[src/rtl/alu_pkg.sv]
// Shared constants for the execute-stage ALU control path: function codes,
// operand-mux selects, RV32 opcodes and the sequencer state encoding.
package alu_pkg;

  localparam logic [3:0] FN_ADD    = 4'd0;
  localparam logic [3:0] FN_SUB    = 4'd1;
  localparam logic [3:0] FN_SLL    = 4'd2;
  localparam logic [3:0] FN_SLT    = 4'd3;
  localparam logic [3:0] FN_SLTU   = 4'd4;
  localparam logic [3:0] FN_XOR    = 4'd5;
  localparam logic [3:0] FN_SRL    = 4'd6;
  localparam logic [3:0] FN_SRA    = 4'd7;
  localparam logic [3:0] FN_OR     = 4'd8;
  localparam logic [3:0] FN_AND    = 4'd9;
  localparam logic [3:0] FN_PASS_A = 4'd10;
  localparam logic [3:0] FN_ANDN   = 4'd11;

  localparam logic [1:0] SEL_A_RS1   = 2'd0;
  localparam logic [1:0] SEL_A_IMM_U = 2'd1;
  localparam logic [1:0] SEL_A_IMM_Z = 2'd2;

  localparam logic [2:0] SEL_B_RS2   = 3'd0;
  localparam logic [2:0] SEL_B_IMM_I = 3'd1;
  localparam logic [2:0] SEL_B_IMM_S = 3'd2;
  localparam logic [2:0] SEL_B_PC    = 3'd3;
  localparam logic [2:0] SEL_B_CSR   = 3'd4;

  localparam logic [6:0] OPC_OP     = 7'b0110011;
  localparam logic [6:0] OPC_OP_IMM = 7'b0010011;
  localparam logic [6:0] OPC_LUI    = 7'b0110111;
  localparam logic [6:0] OPC_AUIPC  = 7'b0010111;
  localparam logic [6:0] OPC_LOAD   = 7'b0000011;
  localparam logic [6:0] OPC_STORE  = 7'b0100011;
  localparam logic [6:0] OPC_SYSTEM = 7'b1110011;

  typedef enum logic [1:0] {
    ST_IDLE   = 2'd0,
    ST_EXEC   = 2'd1,
    ST_CSR_RD = 2'd2,
    ST_CSR_WR = 2'd3
  } state_t;

  // CSR combine step: operand A is rs1 or zimm, operand B is the old CSR value.
  function automatic logic [1:0] csr_sel_a(input logic [2:0] funct3);
    return funct3[2] ? SEL_A_IMM_Z : SEL_A_RS1;
  endfunction

  function automatic logic [3:0] csr_fn(input logic [2:0] funct3);
    case (funct3[1:0])
      2'b10:   return FN_OR;
      2'b11:   return FN_ANDN;
      default: return FN_PASS_A;
    endcase
  endfunction

  // Set/clear forms with a zero source leave the CSR untouched.
  function automatic logic csr_writes(input logic [2:0] funct3, input logic [4:0] rs1_field);
    return !(funct3[1] && (rs1_field == 5'd0));
  endfunction

endpackage

[src/rtl/alu_op_sequencer_if.sv]
// Decode-to-writeback bus of the ALU op sequencer.
// Handshakes: a transfer happens on a rising clock edge where valid and ready
// are both 1; valid and its payload hold until that edge, and ready may
// depend combinationally on the consumer's own downstream ready.
interface alu_op_sequencer_if #(
  parameter int ALU_FN_W  = 4,
  parameter int RS2_SEL_W = 3
);
  logic                 io_in_valid;
  logic                 io_in_ready;
  logic [6:0]           io_opcode;
  logic [2:0]           io_funct3;
  logic                 io_funct7_b5;
  logic [4:0]           io_rs1_field;
  logic [1:0]           io_rs1_mux_sel;
  logic [RS2_SEL_W-1:0] io_rs2_mux_sel;
  logic [ALU_FN_W-1:0]  io_alu_fn;
  logic                 io_csr_ren;
  logic                 io_csr_wen;
  logic                 io_out_valid;
  logic                 io_out_ready;
  logic                 io_out_csr_rd;
  logic                 io_illegal;

  modport slave (
    input  io_in_valid, io_opcode, io_funct3, io_funct7_b5, io_rs1_field, io_out_ready,
    output io_in_ready, io_rs1_mux_sel, io_rs2_mux_sel, io_alu_fn,
           io_csr_ren, io_csr_wen, io_out_valid, io_out_csr_rd, io_illegal
  );

  modport master (
    output io_in_valid, io_opcode, io_funct3, io_funct7_b5, io_rs1_field, io_out_ready,
    input  io_in_ready, io_rs1_mux_sel, io_rs2_mux_sel, io_alu_fn,
           io_csr_ren, io_csr_wen, io_out_valid, io_out_csr_rd, io_illegal
  );
endinterface

[src/rtl/alu_op_decode.sv]
// Combinational opcode decode: operand selects, ALU function, CSR and
// illegal-instruction flags for one RV32 instruction.
module alu_op_decode
  import alu_pkg::*;
(
  input  logic [6:0] opcode,
  input  logic [2:0] funct3,
  input  logic       funct7_b5,
  output logic [1:0] sel_a,
  output logic [2:0] sel_b,
  output logic [3:0] fn,
  output logic       is_csr,
  output logic       illegal
);

  logic [3:0] arith_fn;

  // Shared register/immediate function table; SUB only exists for OP.
  always_comb begin
    arith_fn = FN_ADD;
    case (funct3)
      3'b000: arith_fn = (funct7_b5 && opcode == OPC_OP) ? FN_SUB : FN_ADD;
      3'b001: arith_fn = FN_SLL;
      3'b010: arith_fn = FN_SLT;
      3'b011: arith_fn = FN_SLTU;
      3'b100: arith_fn = FN_XOR;
      3'b101: arith_fn = funct7_b5 ? FN_SRA : FN_SRL;
      3'b110: arith_fn = FN_OR;
      3'b111: arith_fn = FN_AND;
      default: arith_fn = FN_ADD;
    endcase
  end

  always_comb begin
    sel_a   = SEL_A_RS1;
    sel_b   = SEL_B_RS2;
    fn      = FN_ADD;
    is_csr  = 1'b0;
    illegal = 1'b0;
    case (opcode)
      OPC_OP: fn = arith_fn;
      OPC_OP_IMM: begin
        sel_b = SEL_B_IMM_I;
        fn    = arith_fn;
      end
      OPC_LUI: begin
        sel_a = SEL_A_IMM_U;
        fn    = FN_PASS_A;
      end
      OPC_AUIPC: begin
        sel_a = SEL_A_IMM_U;
        sel_b = SEL_B_PC;
      end
      OPC_LOAD:  sel_b = SEL_B_IMM_I;
      OPC_STORE: sel_b = SEL_B_IMM_S;
      OPC_SYSTEM: begin
        if (funct3 != 3'b000) is_csr = 1'b1;
        else                  illegal = 1'b1;
      end
      default: illegal = 1'b1;
    endcase
  end

endmodule

[src/rtl/alu_op_sequencer.sv]
// Execute-stage controller: accepts one decoded instruction per handshake,
// registers the ALU controls and runs CSR read/combine/write sequences.
module alu_op_sequencer
  import alu_pkg::*;
#(
  parameter int ALU_FN_W  = 4,
  parameter int RS2_SEL_W = 3
) (
  input  logic                clock,
  input  logic                reset,
  alu_op_sequencer_if.slave   bus,
  output state_t              dbg_state
);

  state_t               state;
  logic [1:0]           rs1_sel;
  logic [RS2_SEL_W-1:0] rs2_sel;
  logic [ALU_FN_W-1:0]  alu_fn;
  logic                 csr_ren;
  logic                 csr_wen;
  logic                 out_valid;
  logic                 out_csr_rd;
  logic                 illegal;
  logic [2:0]           csr_funct3;
  logic [4:0]           csr_rs1;

  logic [1:0] dec_sel_a;
  logic [2:0] dec_sel_b;
  logic [3:0] dec_fn;
  logic       dec_is_csr;
  logic       dec_illegal;
  logic       in_ready;
  logic       accept;

  alu_op_decode u_decode (
    .opcode    (bus.io_opcode),
    .funct3    (bus.io_funct3),
    .funct7_b5 (bus.io_funct7_b5),
    .sel_a     (dec_sel_a),
    .sel_b     (dec_sel_b),
    .fn        (dec_fn),
    .is_csr    (dec_is_csr),
    .illegal   (dec_illegal)
  );

  // EXEC frees its slot in the same cycle writeback takes the result.
  assign in_ready = (state == ST_IDLE) || (state == ST_EXEC && bus.io_out_ready);
  assign accept   = bus.io_in_valid && in_ready;

  always_ff @(posedge clock or negedge reset) begin
    if (!reset) begin
      state      <= ST_IDLE;
      rs1_sel    <= '0;
      rs2_sel    <= '0;
      alu_fn     <= '0;
      csr_ren    <= 1'b0;
      csr_wen    <= 1'b0;
      out_valid  <= 1'b0;
      out_csr_rd <= 1'b0;
      illegal    <= 1'b0;
      csr_funct3 <= '0;
      csr_rs1    <= '0;
    end else begin
      csr_ren <= 1'b0;
      csr_wen <= 1'b0;
      illegal <= 1'b0;
      if (accept) begin
        rs1_sel    <= dec_sel_a;
        rs2_sel    <= RS2_SEL_W'(dec_sel_b);
        alu_fn     <= ALU_FN_W'(dec_fn);
        out_csr_rd <= 1'b0;
        csr_funct3 <= bus.io_funct3;
        csr_rs1    <= bus.io_rs1_field;
        if (dec_illegal) begin
          illegal   <= 1'b1;
          out_valid <= 1'b0;
          state     <= ST_IDLE;
        end else if (dec_is_csr) begin
          csr_ren   <= 1'b1;
          out_valid <= 1'b0;
          state     <= ST_CSR_RD;
        end else begin
          out_valid <= 1'b1;
          state     <= ST_EXEC;
        end
      end else begin
        case (state)
          ST_EXEC: begin
            if (bus.io_out_ready) begin
              out_valid  <= 1'b0;
              out_csr_rd <= 1'b0;
              state      <= ST_IDLE;
            end
          end
          // Combine controls and the write strobe land together in CSR_WR.
          ST_CSR_RD: begin
            rs1_sel <= csr_sel_a(csr_funct3);
            rs2_sel <= RS2_SEL_W'(SEL_B_CSR);
            alu_fn  <= ALU_FN_W'(csr_fn(csr_funct3));
            csr_wen <= csr_writes(csr_funct3, csr_rs1);
            state   <= ST_CSR_WR;
          end
          ST_CSR_WR: begin
            out_valid  <= 1'b1;
            out_csr_rd <= 1'b1;
            state      <= ST_EXEC;
          end
          default: ;
        endcase
      end
    end
  end

  assign bus.io_in_ready    = in_ready;
  assign bus.io_rs1_mux_sel = rs1_sel;
  assign bus.io_rs2_mux_sel = rs2_sel;
  assign bus.io_alu_fn      = alu_fn;
  assign bus.io_csr_ren     = csr_ren;
  assign bus.io_csr_wen     = csr_wen;
  assign bus.io_out_valid   = out_valid;
  assign bus.io_out_csr_rd  = out_csr_rd;
  assign bus.io_illegal     = illegal;
  assign dbg_state          = state;

endmodule

[src/flat_wrapper.sv]
// flat-port wrapper written by rule: the top's interface ports become plain ports
module alu_op_sequencer_flat import alu_pkg::*;
#(
  parameter int ALU_FN_W  = 4,
  parameter int RS2_SEL_W = 3
)
  (clock, reset, dbg_state, bus_io_in_valid, bus_io_opcode, bus_io_funct3, bus_io_funct7_b5, bus_io_rs1_field, bus_io_out_ready, bus_io_in_ready, bus_io_rs1_mux_sel, bus_io_rs2_mux_sel, bus_io_alu_fn, bus_io_csr_ren, bus_io_csr_wen, bus_io_out_valid, bus_io_out_csr_rd, bus_io_illegal);
  alu_op_sequencer_if #(.ALU_FN_W(ALU_FN_W), .RS2_SEL_W(RS2_SEL_W)) bus_i ();
  input  logic clock;
  input  logic reset;
  output state_t dbg_state;
  input wire logic [$bits(bus_i.io_in_valid)-1:0] bus_io_in_valid;
  input wire logic [$bits(bus_i.io_opcode)-1:0] bus_io_opcode;
  input wire logic [$bits(bus_i.io_funct3)-1:0] bus_io_funct3;
  input wire logic [$bits(bus_i.io_funct7_b5)-1:0] bus_io_funct7_b5;
  input wire logic [$bits(bus_i.io_rs1_field)-1:0] bus_io_rs1_field;
  input wire logic [$bits(bus_i.io_out_ready)-1:0] bus_io_out_ready;
  output wire logic [$bits(bus_i.io_in_ready)-1:0] bus_io_in_ready;
  output wire logic [$bits(bus_i.io_rs1_mux_sel)-1:0] bus_io_rs1_mux_sel;
  output wire logic [$bits(bus_i.io_rs2_mux_sel)-1:0] bus_io_rs2_mux_sel;
  output wire logic [$bits(bus_i.io_alu_fn)-1:0] bus_io_alu_fn;
  output wire logic [$bits(bus_i.io_csr_ren)-1:0] bus_io_csr_ren;
  output wire logic [$bits(bus_i.io_csr_wen)-1:0] bus_io_csr_wen;
  output wire logic [$bits(bus_i.io_out_valid)-1:0] bus_io_out_valid;
  output wire logic [$bits(bus_i.io_out_csr_rd)-1:0] bus_io_out_csr_rd;
  output wire logic [$bits(bus_i.io_illegal)-1:0] bus_io_illegal;
  assign bus_i.io_in_valid = bus_io_in_valid;
  assign bus_i.io_opcode = bus_io_opcode;
  assign bus_i.io_funct3 = bus_io_funct3;
  assign bus_i.io_funct7_b5 = bus_io_funct7_b5;
  assign bus_i.io_rs1_field = bus_io_rs1_field;
  assign bus_i.io_out_ready = bus_io_out_ready;
  assign bus_io_in_ready = bus_i.io_in_ready;
  assign bus_io_rs1_mux_sel = bus_i.io_rs1_mux_sel;
  assign bus_io_rs2_mux_sel = bus_i.io_rs2_mux_sel;
  assign bus_io_alu_fn = bus_i.io_alu_fn;
  assign bus_io_csr_ren = bus_i.io_csr_ren;
  assign bus_io_csr_wen = bus_i.io_csr_wen;
  assign bus_io_out_valid = bus_i.io_out_valid;
  assign bus_io_out_csr_rd = bus_i.io_out_csr_rd;
  assign bus_io_illegal = bus_i.io_illegal;
  alu_op_sequencer #(.ALU_FN_W(ALU_FN_W), .RS2_SEL_W(RS2_SEL_W)) u_core (.clock(clock), .reset(reset), .bus(bus_i), .dbg_state(dbg_state));
endmodule
[config.mk]
export PLATFORM = sky130hd
export DESIGN_NAME = alu_op_sequencer_flat
export DESIGN_NICKNAME = d
export VERILOG_FILES = /design/src/rtl/alu_pkg.sv /design/src/rtl/alu_op_sequencer_if.sv /design/src/rtl/alu_op_decode.sv /design/src/rtl/alu_op_sequencer.sv /design/src/flat_wrapper.sv
export SDC_FILE = /design/constraint.sdc
export NUM_CORES = 1
export LEC_CHECK = 0
export ABC_AREA = 1
export CAP_MARGIN = 10
export CORE_MARGIN = 2
export CORE_UTILIZATION = 46
export DETAILED_ROUTE_END_ITERATION = 8
export HOLD_SLACK_MARGIN = 0.1
export PLACE_DENSITY_LB_ADDON = 0.15
export SLEW_MARGIN = 20
export SYNTH_ARGS = -nofsm -noshare
export SYNTH_HDL_FRONTEND = slang
export SYNTH_SLANG_ARGS = --single-unit
[constraint.sdc]
create_clock -name clock -period 1.65 [get_ports clock]
set_input_delay 0.33 -clock clock [delete_from_list [all_inputs] [get_ports clock]]
set_output_delay 0.33 -clock clock [all_outputs]
set_load 0.1 [all_outputs]
==> results of run 1 <==
-- cell families after synthesis --
logic type | after synthesis | share of synthesized area [%]
and+or+nand+nor | 86 | 30.9
AOI/OAI and AO/OA | 25 | 10.9
DFF | 24 | 47.0
buffers and inverters | 23 | 7.35
adders and majority gates | 4 | 3.92
-- per-layer routing --
layer  vias up  routed length [um]  track usage [%]
met5         -                   0                0
met4         0                  51             9.18
met2        34                1530             33.4
met1       565                1310             28.9
li1        624                   -                -
met3         4                 154             3.46
-- worst max-delay path by stage --
stage	startpoint	endpoint	slack, ns	cells past startpoint
after detailed placement	bus_io_out_ready	u_core.bus.io_alu_fn[3]$_DFFE_PN0P_	-0.06	9
final	u_core.dbg_state[1]$_DFFE_PN0P_	bus_io_in_ready	-0.05	5
after floorplan	u_core.dbg_state[1]$_DFFE_PN0P_	u_core.bus.io_alu_fn[3]$_DFFE_PN0P_	-0.11	10
after global placement	bus_io_out_ready	u_core.bus.io_alu_fn[3]$_DFFE_PN0P_	-0.06	9
after CTS	u_core.dbg_state[0]$_DFFE_PN0P_	bus_io_in_ready	-0.06	5
after global routing	u_core.dbg_state[1]$_DFFE_PN0P_	bus_io_in_ready	-0.10	5
-- critical path, cell delays in order, from the launching register on --
cell	delay, ns
sky130_fd_sc_hd__dfrtp_4	0.51
sky130_fd_sc_hd__inv_4	0.09
sky130_fd_sc_hd__ha_4	0.14
sky130_fd_sc_hd__nand2_4	0.06
sky130_fd_sc_hd__nand2_8	0.08
sky130_fd_sc_hd__buf_12	0.17
-- flip-flops by register name, indices dropped and copies added, names as in the netlist --
signal	flops
u_core.bus.io_rs1_mux_sel	2
u_core.bus.io_alu_fn	4
u_core.bus.io_csr_wen	1
u_core.csr_rs1	5
u_core.bus.io_rs2_mux_sel	3
u_core.csr_funct3	3
u_core.bus.io_out_valid	1
u_core.bus.io_out_csr_rd	1
u_core.bus.io_csr_ren	1
u_core.dbg_state	2
u_core.bus.io_illegal	1
-- where the power goes --
part / leakage, uW / total, uW / switching (uW) / internal, uW
Combinational: 0.000638 / 532 / 327 / 204
Sequential: 0.000308 / 677 / 41.6 / 635
Clock: 0.0000138 / 252 / 166 / 85.4
Total: 0.000960 / 1460 / 536 / 925
-- through the flow --
stage,instance area (um^2),setup TNS (ns),power [uW],hold slack [ns]
after global routing,2030,-0.118,1530,0.375
after detailed placement,1950,-0.193,1210,0.467
after floorplan,1360,-0.914,981,0.0344
final,2030,-0.0484,1460,0.363
after global placement,1950,-0.150,1190,0.468
after CTS,2010,-0.0595,1460,0.364
-- cell type report --
cell class              count  area (um^2)
flip-flops and latches     24          608
well taps                  31         38.8
inverters                  21         93.8
repair buffers             48          621
multi-input cells         115          651
fillers                   208          652
clock buffers               3         22.5
-- cell usage in the layout (no fill, tap or decap), drive strengths merged --
cell type       n
nor3            2
o211ai          1
a31oi           3
a32o            1
nor2           21
clkbuf          3
a21oi           2
clkdlybuf4s50  19
nor4            1
ha              4
o21ai          17
nand3b          1
nand2          51
dfrtp          24
nand3          10
buf            29
inv            21
o31ai           1
-- timing repair --
item	in CTS	in global routing
gates resized for setup	1	2
endpoints found under the setup margin	1	4
pin swaps	2	1
setup buffers	4	3
hold buffers	0	0
==> impl_metrics.ini, run 1 <==
[run_status]
status = complete, but fails checks
failed_checks = negative setup slack

[synthesis]
mapped_avg_cell_area_um2 = 7.89
sequential_fraction_of_the_synthesis_area_pct = 47.0
ys_warnings = 0
number_of_enable_type_register_cells_in_the_synthesized_netlist = 0
ys_async_sr_fraction_pct = 100
synth.net_count = 186
ys_types = 25
synth_ff_type = sky130_fd_sc_hd__dfrtp_1
syn-cell-area_um2 = 1280
syn_inst = 162
synth_top_area_cell = sky130_fd_sc_hd__dfrtp_1
top_count_cell_post_synth = sky130_fd_sc_hd__nand2_1
yosys-top-cells-area = sky130_fd_sc_hd__dfrtp_1, sky130_fd_sc_hd__nand2_1, sky130_fd_sc_hd__inv_1
ys_ff_latch = 24
synth_common_cells = sky130_fd_sc_hd__nand2_1, sky130_fd_sc_hd__dfrtp_1, sky130_fd_sc_hd__inv_1, sky130_fd_sc_hd__nor2_1, sky130_fd_sc_hd__nand3_1
yosys.area.top_type_share_pct = 47.0

[min_path]
hp-class = input pin to async pin

[critical_path]
rrSetupSlack_ns = 0.06
worst_r2r_endpoint = u_core.bus.io_rs1_mux_sel[0]$_DFFE_PN0P_
worst-endpoint-arrival_ns = 1.37
crit_path_end_kind = output port
critPathKind = register to output port
critical_path_required_ns = 1.32
reg2regPathDepth = 9
reg2reg_from = u_core.dbg_state[1]$_DFFE_PN0P_
worst_setup_start_kind = register
worstPathMaxFanout = 3

[timing]
grt_setup_unrepaired = true
worst_clock_skew_ns = 0.00411
clock.fmax_mhz = 589
report.final.hold_viol_count = 0
count_of_final_setup_violators = 1
worstMarginPinSlew_ns = 0.362
post-route-period-util_pct = 103
worst_slew_margin_rel_pct = 75.6
final_period_minus_worst_setup_slack_ns = 1.70
post-route-worst-setup-slack_ns = -0.0484
report.final.slew_viol_count = 0

[drt]
drt_wl_total_mm = 3.04
dr_total_vias = 1227
first_pass_iters = 5
avgRoutedWirePerCell_um = 12.6
drc = 0
drt-vias-per-instance = 5.07
drt.antenna.violating_nets = 0
detailedRoute.firstIterationViolations = 42

[pwr]
p_leak_uw = 0.000960
powerDensity_nw_per_um2 = 718
ir_drop_v = 0.000610

[floorplan]
die-width_um = 56.7
design.portCount = 37
start_util_pct = 47.6
die_height_um = 56.7
core_region_area_um2 = 2690
die_area_um2 = 3210
floorplan.rows = 19

[cells_and_area]
postLayoutCoreUtil_pct = 75.7
stdcell_count = 242
flow.area_growth_from_synthesis_pct = 59.3
layout-drive-gt1-share_pct = 28.9
antenna_cells_inserted = 0
layout.nets = 237

[clocking]
clk-insertion-delay-late_ns = 0.31
numCtsBuffers = 3
max-clock-path-buffers = 2
cts_tree = built
cts.sinks = 24
clock_tree.htree_level_count = 1
path_clk_slew_ns = 0.12
cts.root.buffer_cell = sky130_fd_sc_hd__clkbuf_4

[global_route]
global_route_wire_length_before_repair_mm = 5.26
antenna_violations_before_repair = 0
grt_pass1_vias = 1175
grt-ovfl-total = 0
grt_total_usage_pct = 21.2
grt_max_degree = 25

[placed_design]
dp_hpwl_mm = 2.39
dpl.cell_count = 232
gp_congestion = 0.807
post_place_setup_slack_ns = -0.0569
port_buffers = 36

[flow_run]
timing.max_cap.violations = 0
Power figures use the tool's default switching activity.
==> run 2: changes to the inputs <==
CORE_MARGIN = 3   (was 2)
CORE_UTILIZATION = 49   (was 46)
CTS_BUF_LIST = sky130_fd_sc_hd__clkbuf_8   (was default)
==> run 2 against run 1 <==
The run still ends with negative setup slack left. Sequential power is essentially flat. Wire length grew 30%. Critical path depth is the same. Clock power grew 110%. Combinational power grew 3%. Cell area grew 2.7%. Final cell count shrank 0.41%. First-iteration DRC count grew 86%. Sequential share of layout area shrank 0.79 points. Setup slack gained 0.047 ns. Largest power group unchanged. Highest routed layer unchanged.
==> impl_metrics.ini, run 2 (synthesis results as in run 1) <==
[timing]
clock.fmax_mhz = 605
report.final.hold_viol_count = 0
worst_slew_margin_rel_pct = 80.6
timing.setup.tns_ns = -0.00168
report.final.slew_viol_count = 0
grt_setup_unrepaired = true
whs_ns = 0.417
post-route-worst-setup-slack_ns = -0.00168
worst_clock_skew_ns = 0.00300
post-route-period-util_pct = 100
count_of_final_setup_violators = 1
worstMarginPinSlew_ns = 0.288
final_period_minus_worst_setup_slack_ns = 1.65

[pwr]
switchingPower_uw = 587
power_frac_comb_pct = 31.2
sequentialPowerShare_pct = 38.7
p_sw_share_pct = 33.5
p_leak_uw = 0.000996
p_int_uw = 1170
power.share.clock_pct = 30.2
powerDensity_nw_per_um2 = 839
ir_drop_v = 0.000763

[global_route]
grt_total_usage_pct = 25.8
antenna_violations_before_repair = 0
grt-ovfl-total = 0
grt_max_degree = 25
grt_pass1_vias = 1364
global_route_wire_length_before_repair_mm = 6.53

[critical_path]
worst_setup_start_kind = register
worst-endpoint-arrival_ns = 1.32
crit_path_end_kind = output port
worstPathMaxFanout = 3
critical_path_required_ns = 1.32
critPathKind = register to output port

[drt]
first_pass_iters = 5
detailedRoute.firstIterationViolations = 78
avgRoutedWirePerCell_um = 16.5
drc = 0
drt-vias-per-instance = 5.63
dr_total_vias = 1357
drt_wl_total_mm = 3.97
drt.antenna.violating_nets = 0

[placed_design]
gp_congestion = 0.801
post_place_setup_slack_ns = -0.0820
port_buffers = 36
dp_hpwl_mm = 2.62

[clocking]
numCtsBuffers = 3
cts.root.buffer_cell = sky130_fd_sc_hd__clkbuf_8
cts.sinks = 24
cts_tree = built
clock_tree.htree_level_count = 1
max-clock-path-buffers = 2
path_clk_slew_ns = 0.09
clk-insertion-delay-late_ns = 0.27

[run_status]
failed_checks = negative setup slack
status = complete, but fails checks

[cells_and_area]
fillers = 107
layout.nets = 238
layout_commonest_cell = sky130_fd_sc_hd__nand2_1
layout_common_cells = sky130_fd_sc_hd__nand2_1, sky130_fd_sc_hd__dfrtp_1, sky130_fd_sc_hd__clkdlybuf4s50_1
antenna_cells_inserted = 0
layout-drive-gt1-share_pct = 30.0
flow.area_growth_from_synthesis_pct = 63.6
final-seq-area_um2 = 608
max_flop_register = u_core.csr_rs1
area_used_by_multi_input_combinational_logic_um2 = 653
largest_register_ff_count = 5

[floorplan]
floorplan.rows = 17
design.portCount = 37
die_area_um2 = 3260
core_region_area_um2 = 2340
start_util_pct = 54.6
die_height_um = 57.1
die-width_um = 57.1

[flow_run]
timing.max_cap.violations = 0

[min_path]
hp-class = input pin to async pin
run 2: changes by cell type in the layout (fill, tap and decap cells not counted), sizes merged:
cell	previous run	this run
buf	29	30
bufinv	0	1
clkdlybuf4s50	19	18
dlymetal6s2s	0	1
run 2: worst max-delay path, stage by stage, from the launching register on:
cell and delay [ns]:
sky130_fd_sc_hd__dfrtp_4 0.50, sky130_fd_sc_hd__inv_4 0.09, sky130_fd_sc_hd__ha_4 0.14, sky130_fd_sc_hd__nand2_4 0.06
sky130_fd_sc_hd__nand2_8 0.08, sky130_fd_sc_hd__buf_12 0.17
run 2: path summary, 6_finish.rpt:
kind	startpoint	endpoint	slack (ns)	cells after the start
max in group asynchronous	reset	u_core.dbg_state[1]$_DFFE_PN0P_	0.97	2
max	u_core.dbg_state[1]$_DFFE_PN0P_	bus_io_in_ready	-0.002	5
min reg2reg	u_core.csr_rs1[2]$_DFFE_PN0P_	u_core.csr_rs1[2]$_DFFE_PN0P_	0.49	2
min in group clock	u_core.csr_rs1[2]$_DFFE_PN0P_	u_core.csr_rs1[2]$_DFFE_PN0P_	0.49	2
min	reset	u_core.bus.io_rs1_mux_sel[1]$_DFFE_PN0P_	0.42	2
max reg2reg	u_core.dbg_state[0]$_DFFE_PN0P_	u_core.bus.io_rs1_mux_sel[1]$_DFFE_PN0P_	0.04	9
run 2: power by group through the flow:
stage | logic (uW) | clock network (uW) | registers (uW)
after floorplan | 142 | 0 | 839
after global placement | 509 | 0 | 688
after detailed placement | 520 | 0 | 689
after CTS | 531 | 526 | 676
after global routing | 577 | 549 | 684
final | 546 | 529 | 678
run 2: cell type report:
class	instances	share of cell area (%)
inverters	21	4.37
well taps	28	1.68
repair buffers	49	30.2
clock buffers	3	1.98
multi-input cells	115	31.3
clock inverters	1	1.44
flip-flops and latches	24	29.1
run 2: layer usage:
metal / routed length [um] / GRT usage (%) / vias up
met2: 2100 / 47.3 / 69
met3: 214 / 3.17 / 18
met4: 146 / 9.27 / 0
li1: - / - / 617
met5: 0 / 0 / -
met1: 1510 / 30.7 / 653
run 2: timing repair:
action	CTS	global route
setup endpoints to repair	1	5
pin swaps	1	3
cloned	0	0
setup buffers	5	2
hold buffers	0	0
resized for setup	0	4
run 2: stage by stage:
stage | utilization (%) | total power, uW | cell area [um^2] | std cells
5_1_grt | 89.3 | 1810 | 2090 | 241
2_1_floorplan | - | 981 | 1360 | 162
4_1_cts | 88.2 | 1730 | 2060 | 239
6_report | 89.3 | 1750 | 2090 | 241
3_3_place_gp | 83.6 | 1200 | 1960 | 230
3_5_place_dp | 83.6 | 1210 | 1960 | 230
==> run 3: changes to the inputs <==
--- a/config.mk
+++ b/config.mk
@@ -9,4 +9,6 @@
 export CAP_MARGIN = 10
+export CELL_PAD_IN_SITES_DETAIL_PLACEMENT = 1
+export CELL_PAD_IN_SITES_GLOBAL_PLACEMENT = 1
 export CORE_MARGIN = 3
-export CORE_UTILIZATION = 49
+export CORE_UTILIZATION = 35
 export CTS_BUF_LIST = sky130_fd_sc_hd__clkbuf_8
@@ -15,2 +17,3 @@
 export PLACE_DENSITY_LB_ADDON = 0.15
+export SKIP_CTS_REPAIR_TIMING = 1
 export SLEW_MARGIN = 20
==> constraint.sdc (replaced) <==
create_clock -name clock -period 1.65 [get_ports clock]
set_input_delay 0.2475 -clock clock [delete_from_list [all_inputs] [get_ports clock]]
set_output_delay 0.2475 -clock clock [all_outputs]
set_load 0.1 [all_outputs]
==> run 3 against run 2 <==
The run now ends clean. Die area is 35% higher. Count of clock-buffer cells in the layout up 1. Clock power down 23%. Largest cell class unchanged. Highest routed layer unchanged.
==> impl_metrics.ini, run 3 (synthesis results as in run 1) <==
[placed_design]
dp_hpwl_mm = 3.08
port_buffers = 36
gp_congestion = 0.792
dpl_cell_area_um2 = 1960

[drt]
drt-vias-per-instance = 4.90
drt_wl_total_mm = 3.94
drt.antenna.violating_nets = 0
dr_total_vias = 1255
avgRoutedWirePerCell_um = 15.4
detailedRoute.firstIterationViolations = 42
drc = 0
first_pass_iters = 4

[clocking]
max-clock-path-buffers = 2
clk-insertion-delay-late_ns = 0.27
clock_tree.htree_level_count = 1
path_clk_slew_ns = 0.09
cts.sinks = 24
numCtsBuffers = 3
cts.root.buffer_cell = sky130_fd_sc_hd__clkbuf_8
cts_tree = built

[timing]
post-route-period-util_pct = 98.3
worst_slew_margin_rel_pct = 76.8
clock.fmax_mhz = 617
report.final.hold_viol_count = 0
grt_setup_unrepaired = true
count_of_final_setup_violators = 0
worstMarginPinSlew_ns = 0.345
worst_clock_skew_ns = 0.00540
final_period_minus_worst_setup_slack_ns = 1.62
timing.setup.tns_ns = 0
report.final.slew_viol_count = 0
whs_ns = 0.346

[cells_and_area]
layout_common_cells = sky130_fd_sc_hd__nand2_1, sky130_fd_sc_hd__dfrtp_1, sky130_fd_sc_hd__clkdlybuf4s50_1
largest_register_ff_count = 5
flow.area_growth_from_synthesis_pct = 62.0
layout-drive-gt1-share_pct = 28.6
layout.nets = 235
layout.cell_area.non_filler_um2 = 2070
fillers = 401
layout_commonest_cell = sky130_fd_sc_hd__nand2_1
postLayoutCoreUtil_pct = 60.6
max_flop_register = u_core.csr_rs1
antenna_cells_inserted = 0

[critical_path]
reg2regPathDepth = 9
worst-endpoint-arrival_ns = 1.37
critical_path_required_ns = 1.40
crit_path_end_kind = output port
worstPathMaxFanout = 4
worst_setup_start_kind = register
critPathKind = register to output port

[global_route]
grt_total_usage_pct = 18.4
antenna_violations_before_repair = 0
global_route_wire_length_before_repair_mm = 6.12
grt_max_degree = 25
grt_pass1_vias = 1342
grt-ovfl-total = 0

[pwr]
p_leak_uw = 0.000963
powerDensity_nw_per_um2 = 785
ir_drop_v = 0.000455

[floorplan]
die-width_um = 66.4
design.portCount = 37
die_height_um = 66.4
die_area_um2 = 4410
core_region_area_um2 = 3420
start_util_pct = 37.4
floorplan.rows = 21

[run_status]
status = finished, final reports clean

[min_path]
hp-class = input pin to async pin

[flow_run]
timing.max_cap.violations = 0
[run 3: critical path: stages (launching register included)]
cell	delay, ns
sky130_fd_sc_hd__dfrtp_4	0.52
sky130_fd_sc_hd__inv_4	0.09
sky130_fd_sc_hd__ha_4	0.15
sky130_fd_sc_hd__nand2_4	0.07
sky130_fd_sc_hd__nand2_8	0.10
sky130_fd_sc_hd__buf_12	0.17
[run 3: through the flow]
step	setup WS [ns]	instances	power (uW)
2_1_floorplan	-0.113	162	981
3_3_place_gp	-0.00164	245	1190
3_5_place_dp	-0.0787	245	1210
4_1_cts	-0.0389	249	1610
5_1_grt	-0.0233	256	1690
6_report	0.0280	256	1620
[run 3: path summary, 6_finish.rpt]
kind	startpoint	endpoint	slack, ns
min in group clock	u_core.csr_rs1[2]$_DFFE_PN0P_	u_core.csr_rs1[2]$_DFFE_PN0P_	0.50
min reg2reg	u_core.csr_rs1[2]$_DFFE_PN0P_	u_core.csr_rs1[2]$_DFFE_PN0P_	0.50
max reg2reg	u_core.dbg_state[0]$_DFFE_PN0P_	u_core.dbg_state[0]$_DFFE_PN0P_	0.04
max in group asynchronous	reset	u_core.dbg_state[1]$_DFFE_PN0P_	1.03
max	u_core.dbg_state[1]$_DFFE_PN0P_	bus_io_in_ready	0.03
min	reset	u_core.bus.io_alu_fn[1]$_DFFE_PN0P_	0.35
[run 3: power by group]
group	internal, uW	switching, uW	total, uW
Sequential	635	42.9	678
Clock	213	195	408
Combinational	200	338	538
[run 3: layout make-up]
cell class	instances	area, um^2	area share (%)
Multi-Input combinational cell	116	654	31.6
Sequential cell	24	608	29.4
Timing Repair Buffer	45	598	28.9
Inverter	21	96.3	4.66
Tap cell	46	57.6	2.78
Clock buffer	4	55.1	2.66
[run 3: layer usage]
metal	part of all wire, %	wire length, um	GRT usage, %
met1	40	1580	21.8
met2	55	2150	33.2
met3	3.5	136	2.21
met4	1.8	71	7.87
met5	0	0	0
